**src/rtl/uart_pkg.sv**
```systemverilog
// Shared UART definitions: FSM state encoding, parity modes and frame defaults
// used by both the transmitter and the matching receiver.
package uart_pkg;

  typedef enum logic [2:0] {
    ST_IDLE,
    ST_START,
    ST_DATA,
    ST_PARITY,
    ST_STOP
  } uart_state_e;

  localparam int unsigned PARITY_MODE_EVEN = 0;
  localparam int unsigned PARITY_MODE_ODD  = 1;

  localparam int unsigned DEFAULT_DATA_WIDTH = 8;
  localparam int unsigned DEFAULT_STOP_BITS  = 1;

endpackage

```
**src/rtl/uart_tx.sv**
```systemverilog
// UART transmitter: accepts a parallel word on wr_en and shifts out start, LSB-first
// data, optional parity and stop bits, advancing one bit per clk_en strobe.
module uart_tx
  import uart_pkg::*;
#(
  parameter int unsigned DATA_WIDTH = DEFAULT_DATA_WIDTH,
  parameter int unsigned PARITY_EN  = 0,
  parameter int unsigned PARITY_ODD = PARITY_MODE_EVEN,
  parameter int unsigned STOP_BITS  = DEFAULT_STOP_BITS
) (
  input  logic                  clk,
  input  logic                  rst_n,
  input  logic                  clk_en,
  input  logic [DATA_WIDTH-1:0] data_input,
  input  logic                  wr_en,
  output logic                  tx,
  output logic                  tx_busy
);

  // DATA_WIDTH >= 5 guarantees the counter also covers the stop-bit count.
  localparam int unsigned       CNT_W      = $clog2(DATA_WIDTH);
  localparam logic [CNT_W-1:0]  LAST_DATA  = CNT_W'(DATA_WIDTH - 1);
  localparam logic [CNT_W-1:0]  LAST_STOP  = CNT_W'(STOP_BITS);
  localparam logic              PARITY_INV = (PARITY_ODD == PARITY_MODE_ODD);
  localparam logic              HAS_PARITY = (PARITY_EN != 0);

  uart_state_e           state_q, state_d;
  logic [DATA_WIDTH-1:0] shift_q, shift_d;
  logic [CNT_W-1:0]      cnt_q,   cnt_d;
  logic                  parity_q, parity_d;
  logic                  tx_q,    tx_d;
  logic                  busy_q,  busy_d;

  always_ff @(posedge clk or negedge rst_n) begin
    if (!rst_n) begin
      state_q  <= ST_IDLE;
      shift_q  <= '0;
      cnt_q    <= '0;
      parity_q <= 1'b0;
      tx_q     <= 1'b1;
      busy_q   <= 1'b0;
    end else begin
      state_q  <= state_d;
      shift_q  <= shift_d;
      cnt_q    <= cnt_d;
      parity_q <= parity_d;
      tx_q     <= tx_d;
      busy_q   <= busy_d;
    end
  end

  // Each state names the bit the next clk_en strobe will put on the line.
  always_comb begin
    state_d  = state_q;
    shift_d  = shift_q;
    cnt_d    = cnt_q;
    parity_d = parity_q;
    tx_d     = tx_q;
    busy_d   = busy_q;

    unique case (state_q)
      ST_IDLE: begin
        tx_d = 1'b1;
        if (wr_en) begin
          shift_d  = data_input;
          parity_d = (^data_input) ^ PARITY_INV;
          cnt_d    = '0;
          busy_d   = 1'b1;
          state_d  = ST_START;
        end
      end

      ST_START: begin
        if (clk_en) begin
          tx_d    = 1'b0;
          cnt_d   = '0;
          state_d = ST_DATA;
        end
      end

      ST_DATA: begin
        if (clk_en) begin
          tx_d    = shift_q[0];
          shift_d = shift_q >> 1;
          if (cnt_q == LAST_DATA) begin
            cnt_d   = '0;
            state_d = HAS_PARITY ? ST_PARITY : ST_STOP;
          end else begin
            cnt_d = cnt_q + CNT_W'(1);
          end
        end
      end

      ST_PARITY: begin
        if (clk_en) begin
          tx_d    = parity_q;
          cnt_d   = '0;
          state_d = ST_STOP;
        end
      end

      // Strobes 0..STOP_BITS-1 drive stop bits; strobe STOP_BITS closes the frame.
      ST_STOP: begin
        if (clk_en) begin
          tx_d = 1'b1;
          if (cnt_q == LAST_STOP) begin
            cnt_d   = '0;
            busy_d  = 1'b0;
            state_d = ST_IDLE;
          end else begin
            cnt_d = cnt_q + CNT_W'(1);
          end
        end
      end

      default: begin
        tx_d    = 1'b1;
        busy_d  = 1'b0;
        cnt_d   = '0;
        state_d = ST_IDLE;
      end
    endcase
  end

  assign tx      = tx_q;
  assign tx_busy = busy_q;

endmodule

```
**config.mk**
```make
export PLATFORM = sky130hd
export DESIGN_NAME = uart_tx
export DESIGN_NICKNAME = d
export VERILOG_FILES = /design/src/rtl/uart_pkg.sv /design/src/rtl/uart_tx.sv
export SDC_FILE = /design/constraint.sdc
export NUM_CORES = 1
export LEC_CHECK = 0
export BUFFER_PORTS_ARGS = -buffer_cell sky130_fd_sc_hd__buf_2
export CAP_MARGIN = 20
export CORE_MARGIN = 5
export CORE_UTILIZATION = 55
export DETAILED_ROUTE_END_ITERATION = 7
export PLACE_DENSITY_LB_ADDON = 0.12
export SYNTH_ARGS = -nofsm -noshare
export SYNTH_HDL_FRONTEND = slang
export SYNTH_SLANG_ARGS = --single-unit
```
**constraint.sdc**
```tcl
create_clock -name clk -period 1.92 [get_ports clk]
set_clock_uncertainty 0.1 [all_clocks]
set_input_delay 0.288 -clock clk [delete_from_list [all_inputs] [get_ports clk]]
set_output_delay 0.288 -clock clk [all_outputs]
set_load 0.01 [all_outputs]
```
==> results.cfg, run 1 <==
[status]
status = complete, no violations

[finish]
antennaDiodeCount = 0
synthToLayoutAreaGrowth_pct = 7.41
nets = 131
drive_gt1_share_pct = 26.1
design_area_um2 = 1120

[synth]
synth.distinct_cells = 35
syn_nets = 117
yosys_warnings = 0
avgSynthCellArea_um2 = 10.3
ys_seq_elements = 17
synth_cells = 102
syn-cell-area_um2 = 1050
yosysSeqAreaShare_pct = 40.7

[detailed_routing]
drtIter0Drc = 10
wirelength_um = 1750
drc = 0
wire_per_inst_um = 12.5
firstDrtPassIters = 4
ant_nets = 0
viasPerCell = 5.34
num_vias = 747

[clock_tree]
cts_made_buffers = 3
cts-htree-levels = 1
clk_pin_slew_ns = 0.10
clk_latency_ns = 0.28
cts_sinks = 17
root_buffer = clkbuf_4
cts_setup_buffers = 0
tritoncts = built
clockBufferDepth = 2

[sta]
fmaxAchievable_mhz = 631
tightest_slew_ns = 0.379
whs_ns = 0.142
finalCriticalPeriod_ns = 1.58
fin_crit_sh_pct = 82.5
setup_viol = 0
tns_ns = 0
rsz0062_at_grt = false
finalHoldViolCount = 0
max_slew_margin_pct = 74.7
maxSlewViolCount = 0

[global_route]
grtUsageTotal_pct = 15.6
grt_pass1_wl_um = 3310
grt_max_degree = 18
grt_overflow = 0
grt_pass1_vias = 759
antenna_found_initial = 0

[worst_setup_path]
cp.required_ns = 2.03
worstPathArrival_ns = 1.69
rrSetupSlack_ns = 0.34
worstRegToRegCells = 4
path_cells = nor2_4 -> mux2_4 -> a21oi_1 -> mux2i_1
critical_path.max_fanout = 10
critical_path_buf_inv_count = 0
endpoint_kind = register
critical_path_class = register to register
r2r_end = state_q[2]
start_kind = register
r2r-start = state_q[0]
cpPeakStageDelay_ns = 0.52
path_delay_family = multiplexers
cp_slowest_cell = dfrtp_1

[placement]
io_buffers = 13
globalplace.congestion = 0.886
hpwlAfterDp_um = 1330
placed_cell_area_um2 = 1090

[min_path]
hold-path-cell-count = 3
hp-start = data_input[7]
hold_class = input pin to register
whs_endpoint = shift_q[7]

[floorplanning]
row_count = 15
initial_core_util_pct = 59.4
coreArea_um2 = 1760
die_h_um = 53.6
fp.dieW_um = 53.6
dieArea_um2 = 2880
pin_count = 14

[power_and_ir_drop]
peakVddDrop_mv = 0.630
combPwrFrac_pct = 42.3
swShare_pct = 38.8
internal-power_mw = 0.899
power.leakage_nw = 0.518
finalPower_mw = 1.47
p_seq_share_pct = 44.9
power.density_nw_per_um2 = 1300
p_sw_mw = 0.569
p_clk_share_pct = 12.8

[run]
drv_cap = 0
## how the worst max path moves through the flow
stage | start | to | slack (ns) | depth (start not counted)
2_1_floorplan | state_q[0] | state_q[2] | 0.45 | 5
3_3_place_gp | state_q[1] | state_q[2] | 0.38 | 4
3_5_place_dp | state_q[1] | state_q[2] | 0.35 | 4
4_1_cts | state_q[1] | state_q[2] | 0.33 | 4
5_1_grt | state_q[1] | state_q[2] | 0.20 | 4
6_report | state_q[0] | state_q[2] | 0.34 | 4
## power by group through the flow
| stage | clock network, mW | registers [mW] | logic (mW) |
|---|---|---|---|
| after global routing | 0.214 | 0.692 | 0.704 |
| after global placement | 0 | 0.656 | 0.613 |
| after detailed placement | 0 | 0.666 | 0.626 |
| final | 0.187 | 0.659 | 0.621 |
| after floorplan | 0 | 0.592 | 0.619 |
| after CTS | 0.192 | 0.658 | 0.630 |
## worst reg2reg max path, delay by kind of cell (launching register included)
| family | cells | cell delay, ns |
|---|---|---|
| AOI/OAI and AO/OA | 1 | 0.15 |
| and+or+nand+nor | 1 | 0.19 |
| DFF | 1 | 0.52 |
| muxes | 2 | 0.56 |
## what timing repair did
item / CTS / global route
endpoints found under the hold margin: 16 / 0
setup endpoints to repair: 0 / 0
hold buffers: 1 / 0
gates resized for setup: 0 / 0
## per-layer routing
metal	global-route usage (%)	wire [um]	part of all wire [%]	vias up
li1	-	-	-	376
met1	20.8	890	51	361
met2	25.5	782	45	8
met3	3.32	61	3.5	2
met4	3.83	17	0.97	0
met5	0	0	0	-
## cell families after synthesis
kind of cell             Yosys count  synth area share (%)
AND/OR/NAND/NOR                   31                  18.0
XOR/XNOR                           7                  5.85
multiplexers                      11                  11.1
buffers and inverters             10                  7.41
flip-flops                        17                  40.7
AO/OA/AOI/OAI                     23                  13.3
adder cells (fa/ha/maj)            3                  3.58
## state kept, by name, summed over array words and instances (netlist names)
register	flops
state_q	3
cnt_q	3
parity_q	1
tx_busy	1
tx	1
shift_q	8
## Yosys cell counts, drive strengths merged
cell	n	area (um2)
buf	5	48.8
nand2b	1	8.76
ha	3	37.5
nor4b	2	30.0
and3	2	13.8
and2b	1	8.76
xnor2	7	61.3
dfstp	1	26.3
nand3b	2	15.0
clkbuf	1	13.8
mux2	2	26.3
nor3	1	5.00
nor2	4	22.5
nand3	2	15.0
nor3b	1	7.51
a21oi	5	25.0
mux2i	9	90.1
nand4	1	6.26
o21ai	11	55.1
inv	4	15.0
or2b	1	7.51
nand2	13	48.8
o31a	1	10.0
a21o	3	23.8
o22ai	2	18.8
dfrtp	16	400
a31oi	1	6.26
## area by class of cell
class | count | area [um2]
fill | 162 | 639
multi-input combinational | 75 | 543
sequential | 17 | 427
timing repair buffer | 15 | 82.6
tap | 25 | 31.3
clock buffer | 4 | 26.3
inverter | 4 | 15.0
## layout by cell type, fill, tap and decap left out, drive strengths merged
master / count
nor4b: 2
and2b: 1
dfrtp: 16
a31oi: 1
dfstp: 1
nand2: 13
o21ai: 11
inv: 4
a21o: 3
o22ai: 2
nand3b: 2
mux2: 2
ha: 3
o31a: 1
buf: 14
mux2i: 9
nand3: 2
xnor2: 7
or2b: 1
and3: 2
nor2: 4
nor3: 1
dlygate4sd3: 1
nor3b: 1
nand4: 1
nand2b: 1
a21oi: 5
clkbuf: 4
## metrics by stage
| stage | cells | setup WS, ns | util (%) |
|---|---|---|---|
| after floorplan | 102 | 0.454 | - |
| after global placement | 135 | 0.377 | 61.7 |
| after detailed placement | 135 | 0.347 | 61.7 |
| after CTS | 140 | 0.326 | 63.8 |
| after global routing | 140 | 0.204 | 63.8 |
| final | 140 | 0.336 | 63.8 |
Power figures use the tool's default switching activity.
==> inputs of run 2 (changes only) <==
--- a/config.mk
+++ b/config.mk
@@ -5,6 +5,7 @@
 export SDC_FILE = /design/constraint.sdc
 export NUM_CORES = 1
 export LEC_CHECK = 0
+export ABC_AREA = 1
 export BUFFER_PORTS_ARGS = -buffer_cell sky130_fd_sc_hd__buf_2
 export CAP_MARGIN = 20
 export CORE_MARGIN = 5
==> constraint.sdc (replaced) <==
create_clock -name clk -period 1.5 [get_ports clk]
set_clock_uncertainty 0.1 [all_clocks]
set_input_delay 0.225 -clock clk [delete_from_list [all_inputs] [get_ports clk]]
set_output_delay 0.225 -clock clk [all_outputs]
set_load 0.01 [all_outputs]
==> run 2 against run 1 <==
Combinational power up 110%. Register-to-register slack worse by 0.28 ns. Maximum frequency up 9.7%. Sequential share of layout area down 5.9 points. Clock power up 34%. Clock-buffer cell count unchanged. Synthesized cell count up 57%. Wire length up 45%.
==> results.cfg, run 2 <==
[status]
status = complete, no violations

[detailed_routing]
drtIter0Drc = 41
drc = 0
viasPerCell = 5.09
wire_per_inst_um = 12.0
wirelength_um = 2530
firstDrtPassIters = 4
num_vias = 1080
ant_nets = 0

[finish]
multi_input_area_um2 = 559
seq_area_um2 = 429
fillers = 163
largest_register = shift_q
drive_gt1_share_pct = 22.2
nets = 201
antennaDiodeCount = 0
final_cell_mix = nand2_1, inv_1, dfrtp_1
final_common_cell = nand2_1
synthToLayoutAreaGrowth_pct = 22.5
top_regs = shift_q x8, cnt_q x3, state_q x3
design_area_um2 = 1340
largest_register_ffs = 8

[synth]
ys_seq_elements = 17
synthMuxAreaShare_pct = 0
synthTopCellsByArea = dfrtp_1, nand2_1, inv_1
synth_top_area_share_pct = 36.6
synth.distinct_cells = 22
synth_cells = 160
synthSimpleGateAreaFrac_pct = 33.4
synth.most_common_cell = nand2_1
syn-cell-area_um2 = 1090
synth_fa_ha_area_share_pct = 3.43
yosysSeqAreaShare_pct = 39.0
avgSynthCellArea_um2 = 6.83
yosys_warnings = 0
synth-xor-area-share_pct = 0.801
synth-edff-count = 0
synth_compound_area_share_pct = 11.2
synth_top_family_by_area = simple AND/OR/NAND/NOR gates
yosys.area.top_type = dfrtp_1
ys_async_sr_fraction_pct = 100
synthTopCellsByCount = nand2_1, inv_1, dfrtp_1
ys.flop_type = dfrtp_1
syn_nets = 175

[worst_setup_path]
r2r-start = state_q[1]
worstRegToRegCells = 9
cp.required_ns = 1.63
cp-startpoint = state_q[1]
rrSetupSlack_ns = 0.06
cp-endpoint = state_q[0]
critical_path.max_fanout = 5
endpoint_kind = register
worstPathArrival_ns = 1.58
start_kind = register
r2r_end = state_q[0]
critical_path_class = register to register

[min_path]
hold-path-cell-count = 3
hold_class = input pin to register

[floorplanning]
die_h_um = 54.6
row_count = 16
dieArea_um2 = 2980
fp.dieW_um = 54.6
pin_count = 14
coreArea_um2 = 1920
initial_core_util_pct = 56.9

[sta]
max_slew_margin_pct = 73.1
whs_ns = 0.161
setup_viol = 0
finalHoldViolCount = 0
tightest_slew_ns = 0.403
finalCriticalPeriod_ns = 1.44
fmaxAchievable_mhz = 692
fin_crit_sh_pct = 96.3
maxSlewViolCount = 0

[power_and_ir_drop]
internal-power_mw = 1.34
p_sw_mw = 1.02
swShare_pct = 43.2
power.density_nw_per_um2 = 1760
power.leakage_nw = 0.753
combPwrFrac_pct = 54.7
p_clk_share_pct = 10.6
p_seq_share_pct = 34.7
peakVddDrop_mv = 0.912

[placement]
hpwlAfterDp_um = 1740
io_buffers = 13
globalplace.congestion = 0.863
placed_cell_area_um2 = 1190

[global_route]
grt_max_degree = 18
grt_pass1_wl_um = 3670
met2_usage_pct = 31.3
antenna_found_initial = 0
grt_pass1_vias = 914
busiest_layer = met2
grtUsageMet3_pct = 3.81
grtUsageTotal_pct = 17.2
grt_overflow = 0
grt.met1_usage_pct = 19.1

[clock_tree]
clk_pin_slew_ns = 0.10
clockBufferDepth = 2
clk_latency_ns = 0.29
tritoncts = built
cts_sinks = 17
cts_made_buffers = 3
cts-htree-levels = 1
root_buffer = clkbuf_4

[run]
drv_cap = 0
-- run 2: timing repair --
action,in CTS,in global routing
setup buffers,1,5
gates resized for setup,0,14
endpoints found under the setup margin,8,15
hold buffers,1,0
hold endpoints to repair,16,0
cloned,0,1
pin swaps,1,2
-- run 2: cell type report --
type,instances,area share (%)
multi-input cells,110,41.7
well taps,27,2.52
clock buffers,4,1.96
flip-flops and latches,17,32.0
inverters,31,8.87
repair buffers,23,12.9
-- run 2: critical path: stages, from the launching register on --
cell	delay, ns
dfrtp_2	0.48
nor2_4	0.17
nand2_1	0.11
inv_1	0.09
nand2_1	0.08
nand2_2	0.08
inv_1	0.08
nand2_2	0.08
nand2_1	0.05
nand2_1	0.06
-- run 2: worst min path at each step --
stage / slack [ns] / to / startpoint
after CTS: 0.14 / shift_q[7] / data_input[7]
after global placement: 0.07 / cnt_q[0] / rst_n
final: 0.16 / shift_q[7] / data_input[7]
after detailed placement: 0.07 / cnt_q[2] / rst_n
after floorplan: -0.17 / cnt_q[0] / rst_n
after global routing: 0.15 / shift_q[7] / data_input[7]
-- run 2: cells by family after synthesis --
family / Yosys count
AND/OR/NAND/NOR: 84
buffers and inverters: 33
AO/OA/AOI/OAI: 22
flip-flops: 17
adder cells (fa/ha/maj): 3
XOR/XNOR: 1
-- run 2: layer usage --
| layer | routed length [um] | part of all wire, % |
|---|---|---|
| met1 | 1040 | 41 |
| met2 | 1350 | 53 |
| met3 | 123 | 4.9 |
| met4 | 28 | 1.1 |
| met5 | 0 | 0 |
-- run 2: power by group through the flow --
stage | combinational (mW) | clock, mW | sequential, mW
detailed placement | 0.971 | 0 | 0.804
global placement | 0.940 | 0 | 0.803
global route | 1.45 | 0.279 | 0.846
CTS | 1.04 | 0.262 | 0.798
floorplan | 0.752 | 0 | 0.792
finish | 1.29 | 0.251 | 0.818
-- run 2: per-stage QoR --
step	TNS [ns]	power [mW]	util, %	cells	worst slack, ns
floorplan	0	1.54	-	160	0.188
global placement	0	1.74	62.0	200	0.0174
detailed placement	-0.00307	1.78	62.0	200	-0.00307
CTS	0	2.10	64.9	206	0.000800
global route	-0.137	2.57	69.7	212	-0.0350
finish	0	2.36	69.7	212	0.0552
==> inputs of run 3 (changes only) <==
--- a/config.mk
+++ b/config.mk
@@ -8,7 +8,7 @@
 export ABC_AREA = 1
 export BUFFER_PORTS_ARGS = -buffer_cell sky130_fd_sc_hd__buf_2
 export CAP_MARGIN = 20
-export CORE_MARGIN = 5
+export CORE_MARGIN = 2
 export CORE_UTILIZATION = 55
 export DETAILED_ROUTE_END_ITERATION = 7
 export PLACE_DENSITY_LB_ADDON = 0.12
==> run 3 against run 2 <==
Critical path depth decreased by 2. Total power increased by 0.88%. Via count decreased by 1.7%. Cell area increased by 1.6%. Flip-flop and latch count unchanged. Wire length decreased by 6.2%. Critical endpoint is now shift_q[1].
==> results.cfg, run 3 (synthesis results as in run 2) <==
[status]
status = complete, no violations

[worst_setup_path]
rrSetupSlack_ns = 0.03
cp.required_ns = 1.60
r2r-start = state_q[2]
start_kind = register
critical_path_class = register to register
cp-startpoint = state_q[2]
critical_path.max_fanout = 7
worstPathArrival_ns = 1.56
endpoint_kind = register
cp-endpoint = shift_q[1]
worstRegToRegCells = 7
r2r_end = shift_q[1]

[clock_tree]
root_buffer = clkbuf_4
cts_made_buffers = 3
clockBufferDepth = 2
clk_pin_slew_ns = 0.11
cts-htree-levels = 1
tritoncts = built
cts_sinks = 17
clk_latency_ns = 0.31

[sta]
finalCriticalPeriod_ns = 1.47
finalHoldViolCount = 0
tns_ns = 0
maxSlewViolCount = 0
tightest_slew_ns = 0.397
max_slew_margin_pct = 73.5
fin_crit_sh_pct = 97.8
whs_ns = 0.144
fmaxAchievable_mhz = 682
rsz0062_at_grt = true
setup_viol = 0

[global_route]
grt_pass1_vias = 1057
grt_overflow = 0
antenna_found_initial = 0
grt_max_degree = 18
grt_pass1_wl_um = 4150
grtUsageTotal_pct = 22.3

[finish]
largest_register_ffs = 8
design_area_um2 = 1360
final_cell_count_no_fill = 213
nets = 202
antennaDiodeCount = 0
synthToLayoutAreaGrowth_pct = 24.5
drive_gt1_share_pct = 23.7
final_cell_mix = nand2_1, inv_1, dfrtp_1
final_common_cell = nand2_1
top_regs = shift_q x8, cnt_q x3, state_q x3
largest_register = shift_q

[detailed_routing]
ant_nets = 0
firstDrtPassIters = 4
wirelength_um = 2380
drtIter0Drc = 8
viasPerCell = 4.99
wire_per_inst_um = 11.2
num_vias = 1062
drc = 0

[placement]
globalplace.congestion = 0.848
placed_cell_area_um2 = 1190
placed_cells_incl_taps = 200
hpwlAfterDp_um = 1690
io_buffers = 13

[power_and_ir_drop]
power.density_nw_per_um2 = 1750
peakVddDrop_mv = 0.865
power.leakage_nw = 0.759

[min_path]
hp-start = data_input[7]
hold_class = input pin to register

[floorplanning]
die_h_um = 48.6
fp.dieW_um = 48.6
pin_count = 14
row_count = 16
coreArea_um2 = 1920
initial_core_util_pct = 56.9
dieArea_um2 = 2360

[run]
drv_cap = 0
-- run 3: layer usage --
metal  track usage [%]  vias up  part of all wire, %
li1                  -      544                    -
met2              40.3       25                   49
met5                 0        -                    0
met3              2.78        7                  2.6
met1              26.1      486                   45
met4              11.0        0                  3.3
-- run 3: worst max-delay path, cell delays in order (launching register included) --
cell,delay [ns]
dfrtp_1,0.41
inv_2,0.10
nand2_4,0.08
nor2_4,0.16
inv_4,0.06
o21ai_4,0.18
clkbuf_16,0.18
o21ai_0,0.08
-- run 3: report_power, final --
group / switching [mW] / internal [mW]
combinational: 0.728 / 0.581
clock: 0.154 / 0.104
sequential: 0.143 / 0.672
-- run 3: worst min path at each step --
stage	to	depth (start not counted)
final	shift_q[7]	3
after global routing	shift_q[7]	3
after CTS	shift_q[7]	3
after detailed placement	cnt_q[0]	1
after global placement	cnt_q[0]	1
after floorplan	cnt_q[0]	0
-- run 3: through the flow --
stage	worst slack [ns]	utilization, %	power (mW)
global placement	0.0310	62.0	1.74
finish	0.0334	70.8	2.38
floorplan	0.188	-	1.54
CTS	0.0217	64.9	2.09
detailed placement	0.0110	62.0	1.77
global route	-0.0517	70.8	2.62
-- run 3: cell type report --
cell class	instances	area [um2]
Multi-Input combinational cell	110	573
Fill cell	161	561
Sequential cell	17	429
Timing Repair Buffer	24	180
Inverter	31	119
Tap cell	27	33.8
Clock buffer	4	26.3
-- run 3: repair_timing --
action                                  4_1_cts  5_1_grt
hold buffers                                  1        0
hold endpoints to repair                     16        0
setup buffers                                 1        6
pin swaps                                     1        2
cloned                                        0        1
endpoints found under the setup margin        2       15
gates resized for setup                       0       16
